<file path="src/rtl/cell_mem_arbiter.sv">
// Arbitrates the single-port cell-state RAM between VGA scan-out (one-word cache),
// the evolution engine and the manual-edit read-modify-write toggler.
module cell_mem_arbiter #(
  parameter int ADDR_W     = 16,
  parameter int DATA_W     = 32,
  parameter int BIT_W      = 5,
  parameter int STARVE_MAX = 8
) (
  input  logic              clk,
  input  logic              rst_n,
  input  logic [ADDR_W-1:0] vga_addr,
  output logic [DATA_W-1:0] vga_data,
  output logic              vga_valid,
  input  logic              evo_req,
  input  logic              evo_we,
  input  logic [ADDR_W-1:0] evo_addr,
  input  logic [DATA_W-1:0] evo_wdata,
  output logic              evo_gnt,
  output logic              evo_rvalid,
  output logic [DATA_W-1:0] evo_rdata,
  input  logic              edit_req,
  input  logic [ADDR_W-1:0] edit_addr,
  input  logic [BIT_W-1:0]  edit_bit,
  output logic              edit_busy,
  output logic              edit_done,
  output logic              mem_en,
  output logic              mem_we,
  output logic [ADDR_W-1:0] mem_addr,
  output logic [DATA_W-1:0] mem_wdata,
  input  logic [DATA_W-1:0] mem_rdata
);

  localparam int CNT_W = $clog2(STARVE_MAX + 1);
  localparam logic [CNT_W-1:0] STARVE_LIM = CNT_W'(STARVE_MAX);

  typedef enum logic [1:0] {SRC_NONE, SRC_VGA, SRC_EVO, SRC_EDIT} src_e;
  typedef enum logic [1:0] {ED_IDLE, ED_RD, ED_WAIT, ED_WR} ed_e;

  src_e              tag_q, tag_d, src;
  logic [ADDR_W-1:0] tag_addr_q, tag_addr_d;
  logic              cache_valid_q, cache_valid_d;
  logic [ADDR_W-1:0] cache_addr_q, cache_addr_d;
  logic [DATA_W-1:0] cache_data_q, cache_data_d;
  logic [CNT_W-1:0]  starve_q, starve_d;
  ed_e               ed_state_q, ed_state_d;
  logic [ADDR_W-1:0] ed_addr_q, ed_addr_d;
  logic [BIT_W-1:0]  ed_bit_q, ed_bit_d;
  logic [DATA_W-1:0] ed_word_q, ed_word_d;

  logic vga_miss, ed_acc, evo_hazard, evo_ok;

  // Slot arbitration; nothing is granted while reset is held so the RAM port stays idle.
  always_comb begin
    vga_miss   = (!cache_valid_q || (cache_addr_q != vga_addr)) &&
                 !((tag_q == SRC_VGA) && (tag_addr_q == vga_addr));
    ed_acc     = (ed_state_q == ED_RD) || (ed_state_q == ED_WR);
    evo_hazard = evo_we && ((ed_state_q == ED_WAIT) || (ed_state_q == ED_WR)) &&
                 (evo_addr == ed_addr_q);
    evo_ok     = evo_req && !evo_hazard;
    src        = SRC_NONE;
    if (!rst_n)                                src = SRC_NONE;
    else if (vga_miss)                         src = SRC_VGA;
    else if ((starve_q == STARVE_LIM) && evo_ok) src = SRC_EVO;
    else if (ed_acc)                           src = SRC_EDIT;
    else if (evo_ok)                           src = SRC_EVO;
  end

  always_comb begin
    mem_en    = 1'b0;
    mem_we    = 1'b0;
    mem_addr  = '0;
    mem_wdata = '0;
    case (src)
      SRC_VGA: begin
        mem_en   = 1'b1;
        mem_addr = vga_addr;
      end
      SRC_EVO: begin
        mem_en    = 1'b1;
        mem_we    = evo_we;
        mem_addr  = evo_addr;
        mem_wdata = evo_we ? evo_wdata : '0;
      end
      SRC_EDIT: begin
        mem_en    = 1'b1;
        mem_we    = (ed_state_q == ED_WR);
        mem_addr  = ed_addr_q;
        mem_wdata = (ed_state_q == ED_WR) ? ed_word_q : '0;
      end
      default: ;
    endcase
  end

  assign evo_gnt    = (src == SRC_EVO);
  assign edit_done  = (src == SRC_EDIT) && (ed_state_q == ED_WR);
  assign edit_busy  = (ed_state_q != ED_IDLE);
  assign evo_rvalid = (tag_q == SRC_EVO);
  assign evo_rdata  = evo_rvalid ? mem_rdata : '0;
  assign vga_valid  = cache_valid_q && (cache_addr_q == vga_addr);
  assign vga_data   = cache_data_q;

  always_comb begin
    tag_d      = SRC_NONE;
    tag_addr_d = mem_addr;
    if (src == SRC_VGA)                                 tag_d = SRC_VGA;
    else if ((src == SRC_EVO) && !evo_we)               tag_d = SRC_EVO;
    else if ((src == SRC_EDIT) && (ed_state_q == ED_RD)) tag_d = SRC_EDIT;

    starve_d = starve_q;
    if (evo_gnt)                                 starve_d = '0;
    else if (evo_req && (starve_q != STARVE_LIM)) starve_d = starve_q + 1'b1;

    // Return loads first, then a same-cycle write to the (new) cached address kills it.
    cache_valid_d = cache_valid_q;
    cache_addr_d  = cache_addr_q;
    cache_data_d  = cache_data_q;
    if (tag_q == SRC_VGA) begin
      cache_valid_d = 1'b1;
      cache_addr_d  = tag_addr_q;
      cache_data_d  = mem_rdata;
    end
    if (mem_we && (mem_addr == cache_addr_d)) cache_valid_d = 1'b0;

    ed_state_d = ed_state_q;
    ed_addr_d  = ed_addr_q;
    ed_bit_d   = ed_bit_q;
    ed_word_d  = ed_word_q;
    case (ed_state_q)
      ED_IDLE: if (edit_req) begin
        ed_addr_d  = edit_addr;
        ed_bit_d   = edit_bit;
        ed_state_d = ED_RD;
      end
      ED_RD:   if (src == SRC_EDIT) ed_state_d = ED_WAIT;
      ED_WAIT: begin
        ed_word_d  = mem_rdata ^ ({{(DATA_W-1){1'b0}}, 1'b1} << ed_bit_q);
        ed_state_d = ED_WR;
      end
      ED_WR:   if (src == SRC_EDIT) ed_state_d = ED_IDLE;
      default: ed_state_d = ED_IDLE;
    endcase
  end

  always_ff @(posedge clk or negedge rst_n) begin
    if (!rst_n) begin
      tag_q         <= SRC_NONE;
      tag_addr_q    <= '0;
      cache_valid_q <= 1'b0;
      cache_addr_q  <= '0;
      cache_data_q  <= '0;
      starve_q      <= '0;
      ed_state_q    <= ED_IDLE;
      ed_addr_q     <= '0;
      ed_bit_q      <= '0;
      ed_word_q     <= '0;
    end else begin
      tag_q         <= tag_d;
      tag_addr_q    <= tag_addr_d;
      cache_valid_q <= cache_valid_d;
      cache_addr_q  <= cache_addr_d;
      cache_data_q  <= cache_data_d;
      starve_q      <= starve_d;
      ed_state_q    <= ed_state_d;
      ed_addr_q     <= ed_addr_d;
      ed_bit_q      <= ed_bit_d;
      ed_word_q     <= ed_word_d;
    end
  end

endmodule

</file>
<file path="config.mk">
export PLATFORM = sky130hd
export DESIGN_NAME = cell_mem_arbiter
export DESIGN_NICKNAME = d
export VERILOG_FILES = /design/src/rtl/cell_mem_arbiter.sv
export SDC_FILE = /design/constraint.sdc
export NUM_CORES = 1
export LEC_CHECK = 0
export ABC_AREA = 1
export CORE_ASPECT_RATIO = 0.7
export CORE_MARGIN = 3
export CORE_UTILIZATION = 48
export DETAILED_ROUTE_END_ITERATION = 10
export PLACE_DENSITY_LB_ADDON = 0.3
export SYNTH_ARGS = -nofsm -noshare
export SYNTH_HDL_FRONTEND = slang
export SYNTH_SLANG_ARGS = --single-unit
</file>
<file path="constraint.sdc">
create_clock -name clk -period 4.25 [get_ports clk]
set_clock_uncertainty 0.2 [all_clocks]
set_input_delay 1.275 -clock clk [delete_from_list [all_inputs] [get_ports clk]]
set_output_delay 1.275 -clock clk [all_outputs]
set_load 0.02 [all_outputs]
</file>
==> impl_results.md <==
* Status: complete, but fails checks
* Failing checks: setup timing
* First-pass iteration count of the detailed router at 9
* Global-route wire length before repair at 54010 microns
* Post-DR vias/cell at just over 6
* Nets at about 1.6k
* Drt wl/cell at 24.62 microns
* All-Layer GR Usage at just over 40%
* Initial core utilization at between 50% and 60%
* Relative slew slack at ~17%
* Sink Count at between 100 and 150
* Critical path arrival at between 4 and 5 ns
* Row cnt at 37
* M3 GR Usage at between 10% and 20%
* Highest clock rate at between 200 and 250 MHz
* Fin crit share at 113.3%
* Seq/Total Area, Yosys at between 40% and 50%
* Number of synthesized flops with an enable pin at 0
* Predominant post-synthesis flop cell: dfrtp_1
* Final hold viol count at 0
* Ys async rst share at 100.0%
* Cts hold-fix bufs at 0
* Routed vias at roughly 10k
* H-tree Lvls at 4
* Worst-Margin Slew at roughly 1.2 ns
* Synth warn at 0
* MaxCap Viol Count at 0
* Critical path data required time at 4.38 ns
* Setup repair after global routing missed its margin: true
* PD cells at between 400 and 500 mW/mm^2
* CTS Buffer Depth at 2
* Slowest stage delay, CP at between 0.2 and 0.25 ns
* Port Buffers at 240
* Ranking of synthesized cells by area: dfrtp_1 (41%), nand2_1 (14%), nor2_1 (6.0%)
* Post-DP Area at ~0.011 sq mm
* Syn_nets at between 1k and 1.5k
* M1 GR Usage at 55.30%
* Vias in the first global route at ~9.3k
* Crit end category: flip-flop
* Type of origin of the critical path: input port
* Worst hold path type: flip-flop to flip-flop
* Count of cell types in the netlist at 35
* Initial antenna violation count at 0
* Worst-skew pair later-pin latency at between 0.4 and 0.5 ns
* I/O pin cnt at between 200 and 250
* Met2 Resource Use GR at roughly 62%
* Post-Syn Area per Cell at 7.342 sq um
* Final-report max-slew violation count at 0
* Initial DRC Count at between 1.5k and 2k
* Final setup TNS at -24.02 ns
* Final Setup Violations at between 50 and 60
* Total Routed Length at just over 40000 microns
* Share of the synthesized area in the top cell type at between 40% and 50%
* Synthesized cell area at between 0.007 and 0.008 sq mm
* Largest net degree at the start of global routing at 84
* Peak fanout along the critical path at 5
* Root buf cell: clkbuf_16
* Cell taking the most area after synthesis: dfrtp_1
* Post-DRT Antenna Nets at 0
* TritonCTS clock tree: built
* Chip width at approximately 160 microns
* Share of layout cells above drive strength 1 at between 30% and 40%
* GR peak layer: met2
* Final setup margin at -0.5651 ns
* CP Class: input port to flip-flop
* #FFs+latches synth at between 100 and 150
* Post-DP HPWL at approximately 23000 microns
* Final Critical Period at a little under 5 ns
* GPL Wtd Cong at 0.9872
* Final instance area at between 0.01 and 0.015 sq mm
* Cts bufs inserted at 17
* Peak supply drop at approximately 0.00039 V
* Clk pin slew, worst setup/hold paths at approximately 0.070 ns
* Cells after Synth at 1045
* Layout area overhead at 75.24%
* Leakage at around 6.8 nW
* Crit-path slowest cell: buf_4
* Die ar. at 0.01756 sq mm
* CP dominant cell by count: buf_4
* Drt drc at 0
* GR Overflow Total at 0
* Die Height at about 110 microns
* Number of diodes at 0
* Core Area at between 0.015 and 0.02 sq mm
## cells in the final DEF (no fill, tap or decap), types with 3 or more instances in the layout
master / n
a21oi_1: 13
a32o_2: 31
buf_12: 9
buf_16: 4
buf_2: 6
buf_4: 172
buf_6: 79
buf_8: 5
clkbuf_16: 19
clkbuf_2: 6
clkdlybuf4s50_1: 152
clkinv_4: 4
dfrtp_1: 126
ha_1: 7
inv_1: 109
inv_2: 20
inv_6: 6
inv_8: 3
mux2_2: 10
nand2_1: 217
nand2_2: 43
nand2_4: 30
nand2_8: 3
nand3_1: 27
nand3_2: 21
nand3_4: 13
nand4_1: 41
nor2_1: 91
nor2_2: 28
nor2_4: 5
nor3_1: 6
o21ai_0: 84
xnor2_2: 3
xor2_1: 40
xor2_2: 7
xor2_4: 3
## sequential cells by signal, indices dropped and copies added (netlist names)
signal         flops
ed_word_q         32
ed_addr_q         16
cache_valid_q      1
vga_data          32
tag_addr_q        16
starve_q           4
ed_bit_q           5
cache_addr_q      16
ed_state_q         2
tag_q              2
## power breakdown
group	switching, W	internal, W	leakage, nW	total (W)
sequential	0.000409	0.00153	1.52	0.00194
clock	0.000661	0.000843	0.287	0.00150
combinational	0.00126	0.000799	5.01	0.00206
total	0.00233	0.00317	6.81	0.00550
## worst max-delay path, delay by kind of cell
kind                   cells  cell delay, ns
buffers and inverters     17            1.98
AND/OR/NAND/NOR           14            1.57
AO/OA/AOI/OAI              1            0.11
## cells in the mapped netlist, types with 3 or more instances
master    number
mux2_2        10
nand2_1      286
xnor2_1        3
inv_1        118
clkbuf_1      33
nand4_1       41
buf_2          5
nand3_2        4
ha_1           7
nor2_1       123
nand3_1       56
nand2_2        5
xor2_1        50
a32o_1        32
clkinv_1       3
buf_1          3
a21oi_1       13
o21ai_0       85
dfrtp_1      126
inv_2         12
nor3_1        10
## cells by family (layout without fill, tap and decap cells)
kind of cell             count (synthesis)  after routing  share of synthesized area [%]
AO/OA/AOI/OAI                          137            137                          11.19
multiplexers                            10             10                          1.468
XOR/XNOR                                53             53                          6.050
AND/OR/NAND/NOR                        535            535                          30.07
flip-flops                             126            126                          41.10
adder cells (fa/ha/maj)                  7              7                          1.142
buffers and inverters                  177            603                          8.986
## layout make-up
type / instances / area [sq um]
repair buffers: 438 / 4205
well taps: 195 / 244.0
multi-input cells: 742 / 4747
clock inverters: 14 / 147.6
inverters: 133 / 509.2
clock buffers: 18 / 439.2
fillers: 664 / 1739
flip-flops and latches: 126 / 3153
## through the flow
| stage | power [W] | std cells | hold slack, ns | util [%] | worst slack [ns] |
|---|---|---|---|---|---|
| 3_5_place_dp | 0.003402 | 1543 | 0.2743 | 72.78 | -1.401 |
| 4_1_cts | 0.005014 | 1648 | 0.2916 | 83.97 | -0.4531 |
| 2_1_floorplan | 0.002689 | 1045 | 0.2534 | - | -0.01206 |
| 6_report | 0.005500 | 1666 | 0.2901 | 88.55 | -0.5651 |
| 5_1_grt | 0.005669 | 1666 | 0.3141 | 88.55 | -0.6576 |
| 3_3_place_gp | 0.003342 | 1543 | 0.2656 | 72.78 | -1.363 |
## worst paths after layout
check	startpoint	endpoint	slack (ns)	depth (start not counted)
worst max register to register	ed_state_q[0]	cache_valid_q	-0.27	30
worst min-delay path	vga_data[29]	vga_data[29]	0.29	2
max in group asynchronous	rst_n	ed_word_q[14]	2.33	4
worst max-delay path	evo_addr[2]	cache_valid_q	-0.57	32
worst min register to register	vga_data[29]	vga_data[29]	0.29	2
min in group asynchronous	rst_n	ed_addr_q[14]	0.77	3
## layer usage
metal  part of all wire (%)  up-vias
met1                     37     4760
met5                      0        -
li1                       -     4202
met3                     14      284
met4                    6.3        0
met2                     43      989
## what timing repair did
item,in CTS,in global routing
gates cloned,5,2
buffers inserted,68,19
gates resized for setup,531,199
setup endpoints to repair,53,55
pin swaps,58,97
(Power assumes the default switching activity.)
